## config.mk

```make
export PLATFORM = sky130hd
export DESIGN_NAME = seq_mult_eight_eight_flat
export DESIGN_NICKNAME = d
export VERILOG_FILES = /design/src/rtl/seq_mult_eight_eight_pkg.sv /design/src/rtl/seq_mult_eight_eight_if.sv /design/src/rtl/wallace_tree_four_four.sv /design/src/rtl/seq_mult_eight_eight.sv /design/src/flat_wrapper.sv
export SDC_FILE = /design/constraint.sdc
export NUM_CORES = 1
export LEC_CHECK = 0
export BUFFER_PORTS_ARGS = -buffer_cell sky130_fd_sc_hd__buf_2
export CAP_MARGIN = 20
export CORE_MARGIN = 1.5
export CORE_UTILIZATION = 40
export CTS_CLUSTER_SIZE = 12
export DETAILED_ROUTE_END_ITERATION = 12
export PLACE_DENSITY = 0.67
export SLEW_MARGIN = 20
export SYNTH_ARGS = -nofsm -noshare
export SYNTH_HDL_FRONTEND = slang
export SYNTH_SLANG_ARGS = --single-unit
```

## constraint.sdc

```tcl
create_clock -name clk -period 4.6 [get_ports clk]
set_input_delay 0.69 -clock clk [delete_from_list [all_inputs] [get_ports clk]]
set_output_delay 0.69 -clock clk [all_outputs]
set_load 0.01 [all_outputs]
```

## src/rtl/seq_mult_eight_eight_pkg.sv

```systemverilog
// ----------------------------------------------------------------------------
// seq_mult_eight_eight_pkg
// Shared constants for the multi-cycle 8x8 multiplier:
//   - FSM state encoding (IDLE / MUL / DONE)
//   - number of nibble steps and index of the last one
//   - per-step left shift applied to the 4x4 partial product
// ----------------------------------------------------------------------------
package seq_mult_eight_eight_pkg;

   typedef enum logic [1:0] {
      ST_IDLE = 2'd0,
      ST_MUL  = 2'd1,
      ST_DONE = 2'd2
   } state_t;

   localparam int unsigned NUM_STEPS = 4;
   localparam logic [1:0]  LAST_STEP = 2'(NUM_STEPS - 1);

   // Step order: lo*lo, hi*lo, lo*hi, hi*hi
   function automatic logic [3:0] step_shift(input logic [1:0] step);
      case (step)
         2'd0:    step_shift = 4'd0;
         2'd1:    step_shift = 4'd4;
         2'd2:    step_shift = 4'd4;
         default: step_shift = 4'd8;
      endcase
   endfunction

endpackage

```

## src/rtl/seq_mult_eight_eight_if.sv

```systemverilog
// ----------------------------------------------------------------------------
// seq_mult_eight_eight_if
// Operand and result handshakes of the sequential 8x8 multiplier.
//   in_valid  : operand pair a/b valid          (upstream -> multiplier)
//   in_ready  : multiplier accepts a pair        (multiplier -> upstream)
//   a, b      : 8-bit unsigned operands          (upstream -> multiplier)
//   out_valid : product holds a finished result  (multiplier -> downstream)
//   out_ready : downstream takes the result      (downstream -> multiplier)
//   product   : 16-bit unsigned result           (multiplier -> downstream)
// master = environment side, slave = multiplier side.
// ----------------------------------------------------------------------------
interface seq_mult_eight_eight_if;
   import seq_mult_eight_eight_pkg::*;

   logic        in_valid;
   logic        in_ready;
   logic [7:0]  a;
   logic [7:0]  b;
   logic        out_valid;
   logic        out_ready;
   logic [15:0] product;

   modport master (
      output in_valid, a, b, out_ready,
      input  in_ready, out_valid, product
   );

   modport slave (
      input  in_valid, a, b, out_ready,
      output in_ready, out_valid, product
   );

endinterface

```

## src/rtl/wallace_tree_four_four.sv

```systemverilog
// ----------------------------------------------------------------------------
// wallace_tree_four_four
// Combinational unsigned 4x4 multiplier. Four shifted AND rows are reduced
// with two carry-save layers and one final carry-propagate add.
//   a_i : 4-bit multiplicand
//   b_i : 4-bit multiplier
//   p_o : 8-bit product
// ----------------------------------------------------------------------------
module wallace_tree_four_four (
   input  logic [3:0] a_i,
   input  logic [3:0] b_i,
   output logic [7:0] p_o
);

   logic [7:0] row0, row1, row2, row3;
   logic [7:0] s1, c1, c1_sh;
   logic [7:0] s2, c2, c2_sh;

   always_comb begin
      row0 = b_i[0] ? {4'd0, a_i}       : 8'd0;
      row1 = b_i[1] ? {3'd0, a_i, 1'b0} : 8'd0;
      row2 = b_i[2] ? {2'd0, a_i, 2'd0} : 8'd0;
      row3 = b_i[3] ? {1'd0, a_i, 3'd0} : 8'd0;

      // First 3:2 layer over rows 0..2
      s1    = row0 ^ row1 ^ row2;
      c1    = (row0 & row1) | (row0 & row2) | (row1 & row2);
      c1_sh = c1 << 1;

      // Second 3:2 layer folds in row 3
      s2    = s1 ^ c1_sh ^ row3;
      c2    = (s1 & c1_sh) | (s1 & row3) | (c1_sh & row3);
      c2_sh = c2 << 1;

      // The full product never exceeds 225, so no 8-bit intermediate overflows
      p_o   = s2 + c2_sh;
   end

endmodule

```

## src/rtl/seq_mult_eight_eight.sv

```systemverilog
// ----------------------------------------------------------------------------
// seq_mult_eight_eight
// Multi-cycle unsigned 8x8 multiplier. One operand pair is accepted through
// a valid/ready handshake, four nibble products from a 4x4 Wallace core are
// shift-accumulated over four MUL cycles, and the 16-bit result is offered
// through a second valid/ready handshake.
//   clk : system clock, rising edge
//   rst : synchronous active-high reset
//   bus : operand/result handshakes (slave side of seq_mult_eight_eight_if)
// ----------------------------------------------------------------------------
module seq_mult_eight_eight
   import seq_mult_eight_eight_pkg::*;
(
   input  logic                  clk,
   input  logic                  rst,
   seq_mult_eight_eight_if.slave bus
);

   state_t      state_q, state_d;
   logic [1:0]  step_q,  step_d;
   logic [7:0]  a_q,     a_d;
   logic [7:0]  b_q,     b_d;
   logic [15:0] acc_q,   acc_d;

   logic [3:0]  core_a, core_b;
   logic [7:0]  core_p;
   logic [15:0] pp_ext;

   // step[0] selects the high nibble of a, step[1] the high nibble of b
   assign core_a = step_q[0] ? a_q[7:4] : a_q[3:0];
   assign core_b = step_q[1] ? b_q[7:4] : b_q[3:0];
   assign pp_ext = {8'd0, core_p};

   wallace_tree_four_four u_core (
      .a_i (core_a),
      .b_i (core_b),
      .p_o (core_p)
   );

   always_comb begin
      state_d       = state_q;
      step_d        = step_q;
      a_d           = a_q;
      b_d           = b_q;
      acc_d         = acc_q;
      bus.in_ready  = 1'b0;
      bus.out_valid = 1'b0;

      case (state_q)
         ST_IDLE: begin
            bus.in_ready = 1'b1;
            if (bus.in_valid) begin
               a_d     = bus.a;
               b_d     = bus.b;
               acc_d   = 16'd0;
               step_d  = 2'd0;
               state_d = ST_MUL;
            end
         end

         ST_MUL: begin
            acc_d  = acc_q + (pp_ext << step_shift(step_q));
            step_d = step_q + 2'd1;
            if (step_q == LAST_STEP) begin
               state_d = ST_DONE;
            end
         end

         ST_DONE: begin
            bus.out_valid = 1'b1;
            // Readiness follows the consumer so a new pair can enter on the
            // same edge the finished result leaves.
            bus.in_ready  = bus.out_ready;
            if (bus.out_ready) begin
               if (bus.in_valid) begin
                  a_d     = bus.a;
                  b_d     = bus.b;
                  acc_d   = 16'd0;
                  step_d  = 2'd0;
                  state_d = ST_MUL;
               end else begin
                  state_d = ST_IDLE;
               end
            end
         end

         default: begin
            state_d = ST_IDLE;
         end
      endcase
   end

   always_ff @(posedge clk) begin
      if (rst) begin
         state_q <= ST_IDLE;
         step_q  <= 2'd0;
         a_q     <= 8'd0;
         b_q     <= 8'd0;
         acc_q   <= 16'd0;
      end else begin
         state_q <= state_d;
         step_q  <= step_d;
         a_q     <= a_d;
         b_q     <= b_d;
         acc_q   <= acc_d;
      end
   end

   assign bus.product = acc_q;

endmodule

```

## src/flat_wrapper.sv

```systemverilog
// flat-port wrapper written by rule: the top's interface ports become plain ports
module seq_mult_eight_eight_flat import seq_mult_eight_eight_pkg::*;
  (clk, rst, bus_in_valid, bus_a, bus_b, bus_out_ready, bus_in_ready, bus_out_valid, bus_product);
  seq_mult_eight_eight_if bus_i ();
  input  logic clk;
  input  logic rst;
  input wire logic [$bits(bus_i.in_valid)-1:0] bus_in_valid;
  input wire logic [$bits(bus_i.a)-1:0] bus_a;
  input wire logic [$bits(bus_i.b)-1:0] bus_b;
  input wire logic [$bits(bus_i.out_ready)-1:0] bus_out_ready;
  output wire logic [$bits(bus_i.in_ready)-1:0] bus_in_ready;
  output wire logic [$bits(bus_i.out_valid)-1:0] bus_out_valid;
  output wire logic [$bits(bus_i.product)-1:0] bus_product;
  assign bus_i.in_valid = bus_in_valid;
  assign bus_i.a = bus_a;
  assign bus_i.b = bus_b;
  assign bus_i.out_ready = bus_out_ready;
  assign bus_in_ready = bus_i.in_ready;
  assign bus_out_valid = bus_i.out_valid;
  assign bus_product = bus_i.product;
  seq_mult_eight_eight u_core (.clk(clk), .rst(rst), .bus(bus_i));
endmodule
```

==> flow_summary.ini, run 1 <==
[yosys]
synth_largest_area_cell = dfxtp_1
ys_async_sr_fraction_pct = 0
synth_cell_types = 51
syn_area_mm2 = 0.00267
synthCells = 326
synth_fp_nets = 377
ys.flop_type = dfxtp_1
synth_top_area_share_pct = 27.0
syn_area_per_cell_um2 = 8.18
synth_edf_count = 0
ys_seq_elements = 36
ys_warn_count = 0
ys_top_cells_by_area = dfxtp_1 27%, ha_1 11%, a21oi_1 7.1%, nand2_1 6.6%, fa_1 5.3%
synth-seq-area-share_pct = 27.0

[worst_setup_path]
r2r_end = u_core.bus.product[7]$_SDFFE_PP0P_
worstSetupStartpointType = register
worstSetupPathType = reg -> reg
worstPathRequired_ns = 4.79
r2r_start = u_core.step_q[1]$_SDFFE_PP0P_
critPathCapture = u_core.bus.product[7]$_SDFFE_PP0P_
worst-r2r-cell-count = 18
cp-end-kind = register
r2r_slack_ns = 0.09
cp-startpoint = u_core.step_q[1]$_SDFFE_PP0P_
cp.arrival_ns = 4.70
crit_fanout = 5

[placement]
dpl.cell_count = 442
hpwl_um = 4730
port_buffers = 37
gp_congestion = 0.870

[grt]
grt_pass1_vias = 2289
grt_pass1_wl_um = 10400
grt_max_degree = 34
track_usage_pct = 17.8
antenna_found_initial = 0
globalRoute.totalOverflow = 0

[routing]
vias = 2410
drc = 0
drtAntennaViolNets = 0
via_per_inst = 5.31
drt-initial-drc-count = 51
wl_per_cell_um = 13.6
firstDrtPassIters = 4
finalWirelength_um = 6180

[die]
die_w_um = 84.6
core_mm2 = 0.00639
ios = 38
num_rows = 29
start_util_pct = 41.7
die-area_mm2 = 0.00716
die_h_um = 84.6

[power_and_ir_drop]
p_leak_nw = 1.52
seqPwrFrac_pct = 47.8
power_mw = 0.696
vdd_drop_max_mv = 0.172
switching_power_mw = 0.202
swShare_pct = 29.1
p_int_mw = 0.493
powerDensity_mw_per_mm2 = 213
power_frac_clock_pct = 35.2
p_comb_share_pct = 16.9

[timing]
maxSlewHeadroom_pct = 42.9
fin_crit_ns = 4.51
finalCritPeriodShare_pct = 98.1
max_freq_ghz = 0.222
setup_viol = 0
rsz0062_at_grt = true
hold_ws_ns = 0.460
drv_slew = 0
hold_viol_final = 0
tightest_slew_ns = 0.854
fin_skew_ns = 0.00916
setup_tns_ns = 0

[clock_network]
path_clk_slew_ns = 0.08
cts_made_buffers = 5
h-tree-depth = 2
cts.path.max_buffers = 2
insertion_delay_ns = 0.30
cts_hold_buf = 0
clock_sinks = 36
cts_tree = done
ctsRootBufferMaster = clkbuf_8

[outcome]
status = finished clean

[cells_and_area]
synthToLayoutAreaGrowth_pct = 22.4
drive_above_1_share_pct = 28.9
fin_nets = 427
final_cells = 454
n_antenna_cell = 0

[job]
max-cap-violations = 0

[worst_hold_path]
hp-class = reg -> reg
## worst min path at each step
stage | depth (start not counted) | start | end | slack (ns)
finish | 2 | u_core.b_q[7]$_SDFFE_PP0P_ | u_core.b_q[7]$_SDFFE_PP0P_ | 0.46
global route | 2 | u_core.b_q[7]$_SDFFE_PP0P_ | u_core.b_q[7]$_SDFFE_PP0P_ | 0.48
CTS | 2 | u_core.b_q[0]$_SDFFE_PP0P_ | u_core.b_q[0]$_SDFFE_PP0P_ | 0.46
detailed placement | 2 | u_core.b_q[7]$_SDFFE_PP0P_ | u_core.b_q[7]$_SDFFE_PP0P_ | 0.45
global placement | 2 | u_core.a_q[5]$_SDFFE_PP0P_ | u_core.a_q[5]$_SDFFE_PP0P_ | 0.44
floorplan | 2 | u_core.a_q[0]$_SDFFE_PP0P_ | u_core.a_q[0]$_SDFFE_PP0P_ | 0.44
## cell families after synthesis
family / after synthesis / synth area share (%)
AO/OA/AOI/OAI: 85 / 21.1
XOR/XNOR: 13 / 4.27
adder cells (fa/ha/maj): 31 / 16.5
buffers and inverters: 28 / 5.21
flip-flops: 36 / 27.0
multiplexers: 11 / 4.13
AND/OR/NAND/NOR: 122 / 21.7
## worst max-delay path, stage by stage (launching register included)
cell      delay (ns)
dfxtp_4         0.37
mux2i_2         0.15
or2_4           0.25
fa_1            0.53
inv_1           0.05
fa_1            0.51
ha_2            0.18
inv_2           0.04
fa_2            0.55
nor2_2          0.04
a21oi_2         0.13
nor2_1          0.06
ha_1            0.39
o211ai_1        0.17
o21ai_2         0.26
a21o_1          0.17
a21oi_2         0.06
and4b_1         0.19
or3_1           0.29
## registers in the layout, summed over array words and instances (netlist names)
name / cells
u_core.state_q: 2
u_core.a_q: 8
u_core.b_q: 8
u_core.bus.product: 16
u_core.step_q: 2
## power by group through the flow
| stage | Clock, mW | Sequential (mW) | Combinational, mW |
|---|---|---|---|
| after floorplan | 0 | 0.336 | 0.0771 |
| after global placement | 0 | 0.339 | 0.108 |
| after detailed placement | 0 | 0.339 | 0.110 |
| after CTS | 0.247 | 0.331 | 0.110 |
| after global routing | 0.260 | 0.334 | 0.133 |
| final | 0.245 | 0.333 | 0.118 |
## what timing repair did
| item | 4_1_cts | 5_1_grt |
|---|---|---|
| setup buffers | 0 | 4 |
| setup endpoints to repair | 9 | 10 |
| endpoints found under the hold margin | 0 | 0 |
| resized for setup | 5 | 34 |
| pin swaps | 4 | 16 |
| cloned | 0 | 0 |
## cells in the mapped netlist, types with 2 or more instances
cell / instances
o21ai_2: 2
inv_1: 12
a22o_1: 9
nand4_1: 3
nor2_1: 31
nor4_1: 3
a22oi_1: 2
buf_1: 2
a21oi_1: 38
nor3_1: 2
or2_2: 5
a21oi_2: 3
buf_6: 4
a31oi_1: 3
xor2_1: 6
dfxtp_1: 36
mux2i_1: 11
buf_2: 3
nand2b_1: 5
nand2_1: 47
o21ai_1: 3
xnor2_1: 7
nor2b_1: 2
ha_1: 24
fa_1: 7
clkbuf_1: 7
nand3_1: 9
and2_1: 6
o21ai_0: 5
o21bai_1: 2
a21o_1: 7
## cell usage in the layout (no fill, tap or decap), drive strengths merged, types with 2 or more instances in the layout
| cell | count |
|---|---|
| a21o | 7 |
| a21oi | 41 |
| a22o | 9 |
| a22oi | 2 |
| a31oi | 3 |
| and2 | 6 |
| buf | 59 |
| clkbuf | 7 |
| dfxtp | 36 |
| fa | 7 |
| ha | 24 |
| inv | 12 |
| mux2i | 11 |
| nand2 | 47 |
| nand2b | 5 |
| nand3 | 9 |
| nand4 | 4 |
| nor2 | 31 |
| nor2b | 2 |
| nor3 | 3 |
| nor4 | 3 |
| o21ai | 10 |
| o21bai | 2 |
| or2 | 5 |
| xnor2 | 7 |
| xor2 | 6 |
## cell type report
type | count | area [um2]
Clock inverter | 1 | 7.51
Inverter | 12 | 45.0
Sequential cell | 36 | 728
Tap cell | 77 | 96.3
Multi-Input combinational cell | 262 | 1950
Clock buffer | 7 | 86.3
Timing Repair Buffer | 59 | 350
Fill cell | 645 | 3120
## metal layers
layer  GRT usage (%)  part of all wire, %  vias up
met1            22.7                   48     1120
met3            2.85                  2.9        7
met4            5.57                  1.1        0
li1                -                    -     1248
met2            30.8                   48       35
met5               0                    0        -
## stage by stage
| step | setup WS (ns) | cell area [um2] | util [%] |
|---|---|---|---|
| after global placement | 0.0412 | 2990 | 46.8 |
| after floorplan | 0.000442 | 2670 | - |
| final | 0.0871 | 3260 | 51.1 |
| after detailed placement | -0.143 | 2990 | 46.8 |
| after global routing | -0.139 | 3260 | 51.1 |
| after CTS | -0.00156 | 3100 | 48.6 |
Note: power is estimated with default switching activity, not from simulation.
==> inputs of run 2 (changes only) <==
CORE_ASPECT_RATIO = 2   (was default)
==> run 2 against run 1 <==
Against the previous run:
- sequential cell count stayed put
- combinational power is 6% higher
- setup slack worse by 0.054 ns
- highest routed layer unchanged
- routed wire length is 19% higher
- non-clock buffer count is 8 higher
- hold slack worse by 0.0014 ns
- register-to-register slack worse by 0.05 ns
==> flow_summary.ini, run 2 (synthesis results as in run 1) <==
[outcome]
status = finished clean

[worst_setup_path]
cp-end-kind = register
worstPathRequired_ns = 4.77
r2r_slack_ns = 0.03
worstSetupPathType = reg -> reg
critPathCapture = u_core.bus.product[15]$_SDFFE_PP0P_
cp-startpoint = u_core.step_q[0]$_SDFFE_PP0P_
crit_fanout = 4
r2r_end = u_core.bus.product[15]$_SDFFE_PP0P_
cp.arrival_ns = 4.74
r2r_start = u_core.step_q[0]$_SDFFE_PP0P_
max_stage_delay_ns = 0.55
worstSetupStartpointType = register
slowest_stage = fa_1
crit_path_cell_trace = mux2i_4 > or2_4 > fa_1 > inv_2 > fa_1 > ha_2 > inv_2 > fa_2 > nor2_2 > a21oi_2 > buf_4 > nor2_1 > ha_1 > nand3_1 > nand2_1 > a221oi_2 > a21boi_1 > nand2b_1 > a221o_1
worst-r2r-cell-count = 19

[timing]
hold_viol_final = 0
maxSlewHeadroom_pct = 42.3
worst_slack_ns = 0.0329
fin_skew_ns = 0.00729
drv_slew = 0
setup_viol = 0
tightest_slew_ns = 0.864
finalCritPeriodShare_pct = 99.3
setup_tns_ns = 0
rsz0062_at_grt = true
fin_crit_ns = 4.57
max_freq_ghz = 0.219

[worst_hold_path]
hp-class = reg -> reg

[clock_network]
path_clk_slew_ns = 0.06
h-tree-depth = 2
ctsRootBufferMaster = clkbuf_16
cts.path.max_buffers = 2
cts_hold_buf = 0
insertion_delay_ns = 0.29
cts_made_buffers = 5
cts_tree = done
clock_sinks = 36

[grt]
track_usage_pct = 21.2
grt_pass1_vias = 2606
antenna_found_initial = 0
globalRoute.totalOverflow = 0
grt_max_degree = 34
grt_pass1_wl_um = 11500

[die]
die-area_mm2 = 0.00719
start_util_pct = 41.9
die_h_um = 118
num_rows = 41
ios = 38
core_mm2 = 0.00636
die_w_um = 60.7

[routing]
finalWirelength_um = 7350
routed.top_layer = met4
wl_met1_um = 2510
via_per_inst = 5.49
vias = 2588
drtAntennaViolNets = 0
drc = 0
dr_wl_met3_um = 191
firstDrtPassIters = 4
wl_met2_um = 4230
wl_per_cell_um = 15.6
drt-initial-drc-count = 88

[cells_and_area]
stdcell_area_mm2 = 0.00339
fin_nets = 435
nFillCells = 657
drive_above_1_share_pct = 29.9
final_cell_mix = 47 x nand2_1, 37 x buf_2, 35 x a21oi_1, 34 x dfxtp_1, 30 x buf_4
multi_input_area_mm2 = 0.00195
largest_reg_flops = 16
final_cells = 471
final_common_cell = nand2_1
seqCellArea_um2 = 728
synthToLayoutAreaGrowth_pct = 27.4
n_antenna_cell = 0

[power_and_ir_drop]
power_mw = 0.811
powerDensity_mw_per_mm2 = 239
vdd_drop_max_mv = 0.302
p_leak_nw = 1.57

[placement]
dpl.cell_count = 459
port_buffers = 37
place_area_mm2 = 0.00306
gp_congestion = 0.950
dp_slack_ns = -0.220
hpwl_um = 5770

[job]
max-cap-violations = 0
run 2: timing repair:
action	4_1_cts	5_1_grt
cloned	0	0
setup buffers	2	2
pin swaps	8	19
resized for setup	9	29
setup endpoints to repair	10	11
run 2: final cells by class:
type / count / share of cell area, %
clock buffer: 7 / 4.20
clock inverter: 1 / 0.221
inverter: 12 / 1.33
multi-input combinational: 262 / 57.5
sequential: 36 / 21.5
tap: 86 / 3.17
timing repair buffer: 67 / 12.1
run 2: routing by layer:
layer | global-route usage (%) | vias to the layer above
met2 | 40.0 | 65
met3 | 3.39 | 27
met5 | 0 | -
met4 | 13.7 | 0
li1 | - | 1263
met1 | 18.7 | 1233
run 2: worst max-delay path, delay by kind of cell (launching register included):
kind	cells	cell delay [ns]
adders and majority gates	5	2.11
AOI/OAI and AO/OA	4	0.91
and+or+nand+nor	6	0.67
DFF	1	0.37
buffers and inverters	3	0.21
muxes	1	0.19
run 2: how the worst min path moves through the flow:
stage,startpoint,endpoint,slack [ns],depth (start not counted)
floorplan,u_core.a_q[0]$_SDFFE_PP0P_,u_core.a_q[0]$_SDFFE_PP0P_,0.44,2
global placement,u_core.a_q[4]$_SDFFE_PP0P_,u_core.a_q[4]$_SDFFE_PP0P_,0.44,2
detailed placement,u_core.b_q[7]$_SDFFE_PP0P_,u_core.b_q[7]$_SDFFE_PP0P_,0.45,2
CTS,u_core.b_q[1]$_SDFFE_PP0P_,u_core.b_q[1]$_SDFFE_PP0P_,0.46,2
global route,u_core.b_q[3]$_SDFFE_PP0P_,u_core.b_q[3]$_SDFFE_PP0P_,0.47,2
finish,u_core.b_q[1]$_SDFFE_PP0P_,u_core.b_q[1]$_SDFFE_PP0P_,0.46,2
run 2: per-stage QoR:
stage	hold slack, ns	util [%]
6_report	0.459	53.4
5_1_grt	0.472	53.4
4_1_cts	0.460	51.2
3_5_place_dp	0.448	48.1
3_3_place_gp	0.441	48.1
2_1_floorplan	0.436	-
run 2: power by group:
part	leakage (nW)	internal [mW]	switching (mW)
registers	0.295	0.323	0.0105
logic	1.21	0.0522	0.0730
clock network	0.0701	0.216	0.136
